==> config.mk <==
export PLATFORM = sky130hd
export DESIGN_NAME = sqrt_state_seq
export DESIGN_NICKNAME = d
export VERILOG_FILES = /design/src/rtl/sqrt_state_seq.sv
export SDC_FILE = /design/constraint.sdc
export NUM_CORES = 1
export LEC_CHECK = 0
export CAP_MARGIN = 0
export CORE_AREA = 2 2 39 41
export CTS_CLUSTER_DIAMETER = 200
export DETAILED_ROUTE_END_ITERATION = 7
export DIE_AREA = 0 0 41 43
export PLACE_DENSITY_LB_ADDON = 0.1
export RECOVER_POWER = 50
export SLEW_MARGIN = 0
export SYNTH_ARGS = -nofsm -noshare
export SYNTH_HDL_FRONTEND = slang
export SYNTH_SLANG_ARGS = --single-unit
==> constraint.sdc <==
create_clock -name clk -period 1.1 [get_ports clk]
set_input_delay 0.275 -clock clk [delete_from_list [all_inputs] [get_ports clk]]
set_output_delay 0.275 -clock clk [all_outputs]
set_load 0.05 [all_outputs]
==> src/rtl/sqrt_state_seq.sv <==
`timescale 1ns/1ps
// Purpose: control sequencer for a digit-recurrence square-root unit; emits a registered 4-bit state code.
// Latency: DONE is reached 3+7*ITER cycles after start is sampled in IDLE; each root digit takes 7 cycles.
// Backpressure: four-phase handshake, DONE holds while start stays high. Optional abort via SQRT_SEQ_ABORT_EN.
module sqrt_state_seq #(
    parameter int ITER = 8
) (
    input  logic       clk,
    input  logic       rst_n,
    input  logic       start,
    input  logic       neg,
`ifdef SQRT_SEQ_ABORT_EN
    input  logic       abort,
`endif
    output logic [3:0] Q,
    output logic       busy,
    output logic [3:0] iter_cnt
);

    typedef enum logic [3:0] {
        IDLE    = 4'b0000,
        LOAD    = 4'b0001,
        INIT    = 4'b0010,
        SHIFT   = 4'b0011,
        SUB     = 4'b0100,
        TEST    = 4'b0101,
        RESTORE = 4'b0110,
        SETBIT  = 4'b0111,
        UPD     = 4'b1000,
        DEC     = 4'b1001,
        CHK     = 4'b1010,
        FIN     = 4'b1011,
        DONE    = 4'b1101
    } state_t;

    // Held as plain bits so the unused codes 1100/1110/1111 are representable and recoverable.
    logic [3:0] state_q;
    state_t     state_d;
    logic [3:0] cnt_q;
    logic [3:0] cnt_d;

    // State and iteration counter registers; reset forces IDLE with a cleared count.
    always_ff @(posedge clk or negedge rst_n) begin
        if (!rst_n) begin
            state_q <= IDLE;
            cnt_q   <= 4'd0;
        end else begin
            state_q <= state_d;
            cnt_q   <= cnt_d;
        end
    end

    // Next-state and next-count decode; abort (when built in) overrides every other condition.
    always_comb begin
        state_d = state_t'(state_q);
        cnt_d   = cnt_q;
        case (state_t'(state_q))
            IDLE: begin
                cnt_d = 4'd0;
                if (start) begin
                    state_d = LOAD;
                end
            end
            LOAD:    state_d = INIT;
            INIT: begin
                state_d = SHIFT;
                cnt_d   = 4'(ITER);
            end
            SHIFT:   state_d = SUB;
            SUB:     state_d = TEST;
            TEST:    state_d = neg ? RESTORE : SETBIT;
            RESTORE: state_d = UPD;
            SETBIT:  state_d = UPD;
            UPD:     state_d = DEC;
            DEC: begin
                state_d = CHK;
                cnt_d   = cnt_q - 4'd1;
            end
            CHK:     state_d = (cnt_q == 4'd0) ? FIN : SHIFT;
            FIN:     state_d = DONE;
            DONE: begin
                if (!start) begin
                    state_d = IDLE;
                    cnt_d   = 4'd0;
                end
            end
            default: begin
                state_d = IDLE;
                cnt_d   = 4'd0;
            end
        endcase
`ifdef SQRT_SEQ_ABORT_EN
        if (abort && (state_q != IDLE)) begin
            state_d = IDLE;
            cnt_d   = 4'd0;
        end
`endif
    end

    assign Q        = state_q;
    assign iter_cnt = cnt_q;
    assign busy     = (state_q != IDLE) && (state_q != DONE);

endmodule

Word level (Yosys, flattened, before mapping). Index checks and enable logic that the tools add are counted.

Add/sub/neg operators: 1. Eq/ne operators: 15. Mux-type cells: 6. Bitwise operators: 1. Reduce and logical (&&, ||, !) cells: 8.

Operators by type and width (count): $pmux 4 s12 (1); $eq 4x4->1 const B (5); $eq 4x3->1 const B (4); $pmux 4 s4 (1); $mux 4 (3); $reduce_or 9->1 (1); $eq 4x2->1 const B (2); $logic_not 4->1 (2); $eq 4x1->1 const B (1); $ne 2x2->1 const B (2); $ne 4x4->1 const B (1); $reduce_and 2->1 (2); $reduce_bool 4->1 (1); $sub 4x1->4 const B (1); $reduce_or 2->1 (1); $logic_and 1x1->1 (1); $mux 1 (1); $not 1->1 (1).

Register bits after elaboration: 8. Bits of input ports: 4. Output and inout port bits: 9. Logic and storage cells: 33.

Longest topological paths before layout.
Word-level depth: 4. Depth in mapped cells: 6. Depth with buffers taken out: 6.

Worst setup path after synthesis. OpenSTA, ideal clock, no wires.

Path kind: reg-to-output. From: reg state_q[2] (netlist: Q[2]). To: out busy. Arrival time: 2103 ps. Required time: 825 ps. Path slack: -1278 ps. Stages on the path, launching flop included: 4. Buffers on the path: 1. Path through: dfrtp_1 buf_2 nor3_1 o21ai_0.

Word-level cells in the longest chain between the ends: 2. Elaborated cells on any way between the ends: 3.

Ends and longest elaborated chain: start, declared (line 37) `logic [3:0] state_q;`; start signal, assigned (line 48) `state_q <= state_d;`; $ne 4x4->1 / $reduce_bool 4->1 (equally long branches) (line 102) `assign busy = (state_q != IDLE) && (state_q != DONE);`; $logic_and 1x1->1 * (line 102); end, declared (line 16) `output logic busy,`.

Mark *: on every way between the ends. The rest lies on a longest branch, timed or not.

Worst setup path in the final report.
From: reg state_q[0] (netlist: Q[0]). To: out busy.

The elaborated chain is that of the path after synthesis.

==> parameters.txt <==
Parameter                              Value

Clock tree
  Worst skew pair latency    0.27 ns
  Number of buffers on the longest clock path    2
  Number of buffers created by CTS    3
  Register clock-pin slew on the reported worst setup and hold paths    0.06 ns
  CTS hold repair buffers    0
  Root buffer cell    clkbuf_4
  CTS tree    built
  Deepest level of the CTS H-tree    1
  Number of sinks on the clock net    8

Timing
  Worst setup skew after layout    0.008851 ns
  Max-slew violation count    0
  Setup repair after global routing missed its margin    true
  Crit share post-route    133.7%
  Count of endpoints failing hold in the final timing report    0
  Final setup violating endpoints    17
  Highest achievable clock rate    679.9 MHz
  Minimum clock period    1.471 ns
  Worst-Margin Slew    0.3872 ns
  Tightest slew margin relative to the limit    74.10%
  Setup slack of the critical path after layout    -0.3708 ns

Die
  Die footprint    0.001763 mm^2
  DIE HEIGHT    43 um
  Initial Util    36.62%
  I/O pin count    13
  Placeable core region    0.001384 mm^2
  Number of cell rows    14
  Die span in x    41 um

Layout
  Final-stage net count    105
  Filler-free cell count of the finished design    114
  Count of inserted antenna diode cells    0
  Share of post-route cells with drive strength above 1    66.33%
  Post-synthesis to final-layout area growth    115.6%

Pwr
  P_leak    0.0004728 uW
  Max IR drop VDD    2056 uV
  Overall power consumption    4002 uW
  Power density relative to cell area    3664 mW/mm^2

Global route
  Pin count of the biggest net entering global routing    9
  Number of antenna violations at the first check in global routing    0
  Global-route wire length before repair    2.601 mm
  Remaining Overflow, GRT    0
  Vias in the first global route    606
  Total global-route track usage    21.86%

Run status
  Outcome    complete, but fails checks
  Failing checks    negative setup slack

Logic synthesis
  Net count after synthesis    63
  Post-synthesis average cell area    8.737 um^2
  Share of flip-flops with an asynchronous set or reset    100.0%
  Ranking of synthesized cells by area    dfrtp_1, inv_1, nand2_1
  Yosys warns    0
  Number of flops mapped to enable cells by yosys    0
  Post-synth top cells    dfrtp_1, inv_1, nand2_1
  Synthesis-stage register bit count    8
  Dominant synthesized flop cell    dfrtp_1
  Post-synthesis instance area    506.7 um^2
  Fraction of post-synthesis cell area in the top cell type by area    39.51%
  Dominant cell type by area after synthesis    dfrtp_1
  Number of standard cells after synthesis    58
  Sequential element share of the synthesized area    39.51%
  Number of different library cells in the post-synthesis netlist    27
  Most frequent cell after synthesis    dfrtp_1

Setup path
  Required time at the endpoint of the critical path    0.82 ns
  Max stage delay on crit path    0.45 ns
  Critical path cell sequence    and3_4, o21ai_4, buf_12
  Family with the most delay on the worst path    flip-flops
  Combined buffer and inverter count along the critical path    1
  Slowest cell on the critical path    dfrtp_2
  Worst endpoint data arrival time    1.20 ns
  Kind of critical path    flip-flop to output pin
  Highest fanout seen on the critical path    4
  Element type at the critical path end    output pin
  Startpoint type of the worst setup path    flip-flop

Route
  Routed wire per std cell    13.54 um
  1st-iter DRT viols    0
  Remaining antenna violation count    0
  Total vias in the final route    567
  DRC violations left    0
  Routed WL    1.544 mm
  Avg Vias per Cell    4.974
  Drt pass-1 iters    1

Run
  Max Cap Viol    0

Min path
  Path class of the lowest-slack min-delay path    primary input to asynchronous set/reset pin

Place
  Placed wire-length estimate    982 um
  Port Buffers    12
  Instance count after placement with tap cells included    99
  Routability Congestion    0.7745
## worst reg2reg max path: stages (launching register included)
cell and delay (ns):
dfrtp_2 0.45, buf_6 0.15, buf_6 0.12, o21bai_4 0.16, a211oi_2 0.20, a21oi_1 0.06
a31oi_1 0.14
## logic make-up after synthesis
| logic type | count (synthesis) | synth area share (%) |
|---|---|---|
| AO/OA/AOI/OAI | 21 | 28.15 |
| buffers and inverters | 8 | 7.653 |
| flip-flops | 8 | 39.51 |
| adder cells (fa/ha/maj) | 1 | 2.469 |
| AND/OR/NAND/NOR | 20 | 22.22 |
## state kept, by name, indices dropped and copies added, names as in the netlist
register  cells
Q             4
iter_cnt      4
## per-layer routing
metal	track usage (%)	up-vias	share of wire (%)
met5	0	-	0
met4	12.00	0	2.3
met3	3.141	5	3.4
met2	34.06	11	55
met1	27.39	263	39
li1	-	288	-
## where the power goes
group | internal, uW | switching, uW
logic | 1680 | 1460
registers | 445 | 169
clock network | 126 | 121
total | 2250 | 1750
## layout by cell type, fill, tap and decap left out, types with 2 or more instances in the layout
master and instances:
nand2b_1 3, a211oi_2 2, buf_12 9, inv_1 5
o21ai_1 7, clkdlybuf4s50_1 2, nand2_1 6, buf_6 14
clkbuf_4 3, a21oi_2 3, dfrtp_2 8, a21oi_1 2
buf_4 13
## metrics by stage
stage                     setup WS [ns]  hold slack [ns]  utilization, %  instance area [um^2]  setup TNS (ns)
after global routing            -0.4041           0.3958           78.93                  1092          -4.019
after global placement          -0.2807           0.5105           62.84                 869.6          -1.644
after floorplan                 -0.3477         -0.02059               -                 549.3          -1.471
after detailed placement        -0.3013           0.5321           62.84                 869.6          -1.827
after CTS                       -0.3617           0.3174           71.97                 996.0          -3.295
final                           -0.3708           0.3567           78.93                  1092          -3.240
## layout make-up
class	count	area, um^2
Clock buffer	3	22.52
Fill cell	88	291.5
Inverter	6	22.52
Multi-Input combinational cell	42	351.6
Sequential cell	8	210.2
Tap cell	16	20.02
Timing Repair Buffer	39	465.4
## what timing repair did
action | 4_1_cts | 5_1_grt
gates cloned | 0 | 0
pin swaps | 5 | 9
setup endpoints to repair | 16 | 17
buffers inserted | 9 | 3
gates resized for setup | 9 | 18
## path summary, 6_finish.rpt
path | from | end | slack (ns) | cells past startpoint
worst min register to register | iter_cnt[1] | iter_cnt[1] | 0.55 | 2
worst min-delay path | rst_n | iter_cnt[3] | 0.36 | 1
worst max-delay path | Q[0] | busy | -0.37 | 3
worst max register to register | Q[0] | Q[0] | -0.26 | 6
max in group asynchronous | rst_n | iter_cnt[1] | 0.44 | 1
min in group clk | iter_cnt[1] | iter_cnt[1] | 0.55 | 2
(Power assumes the default switching activity.)
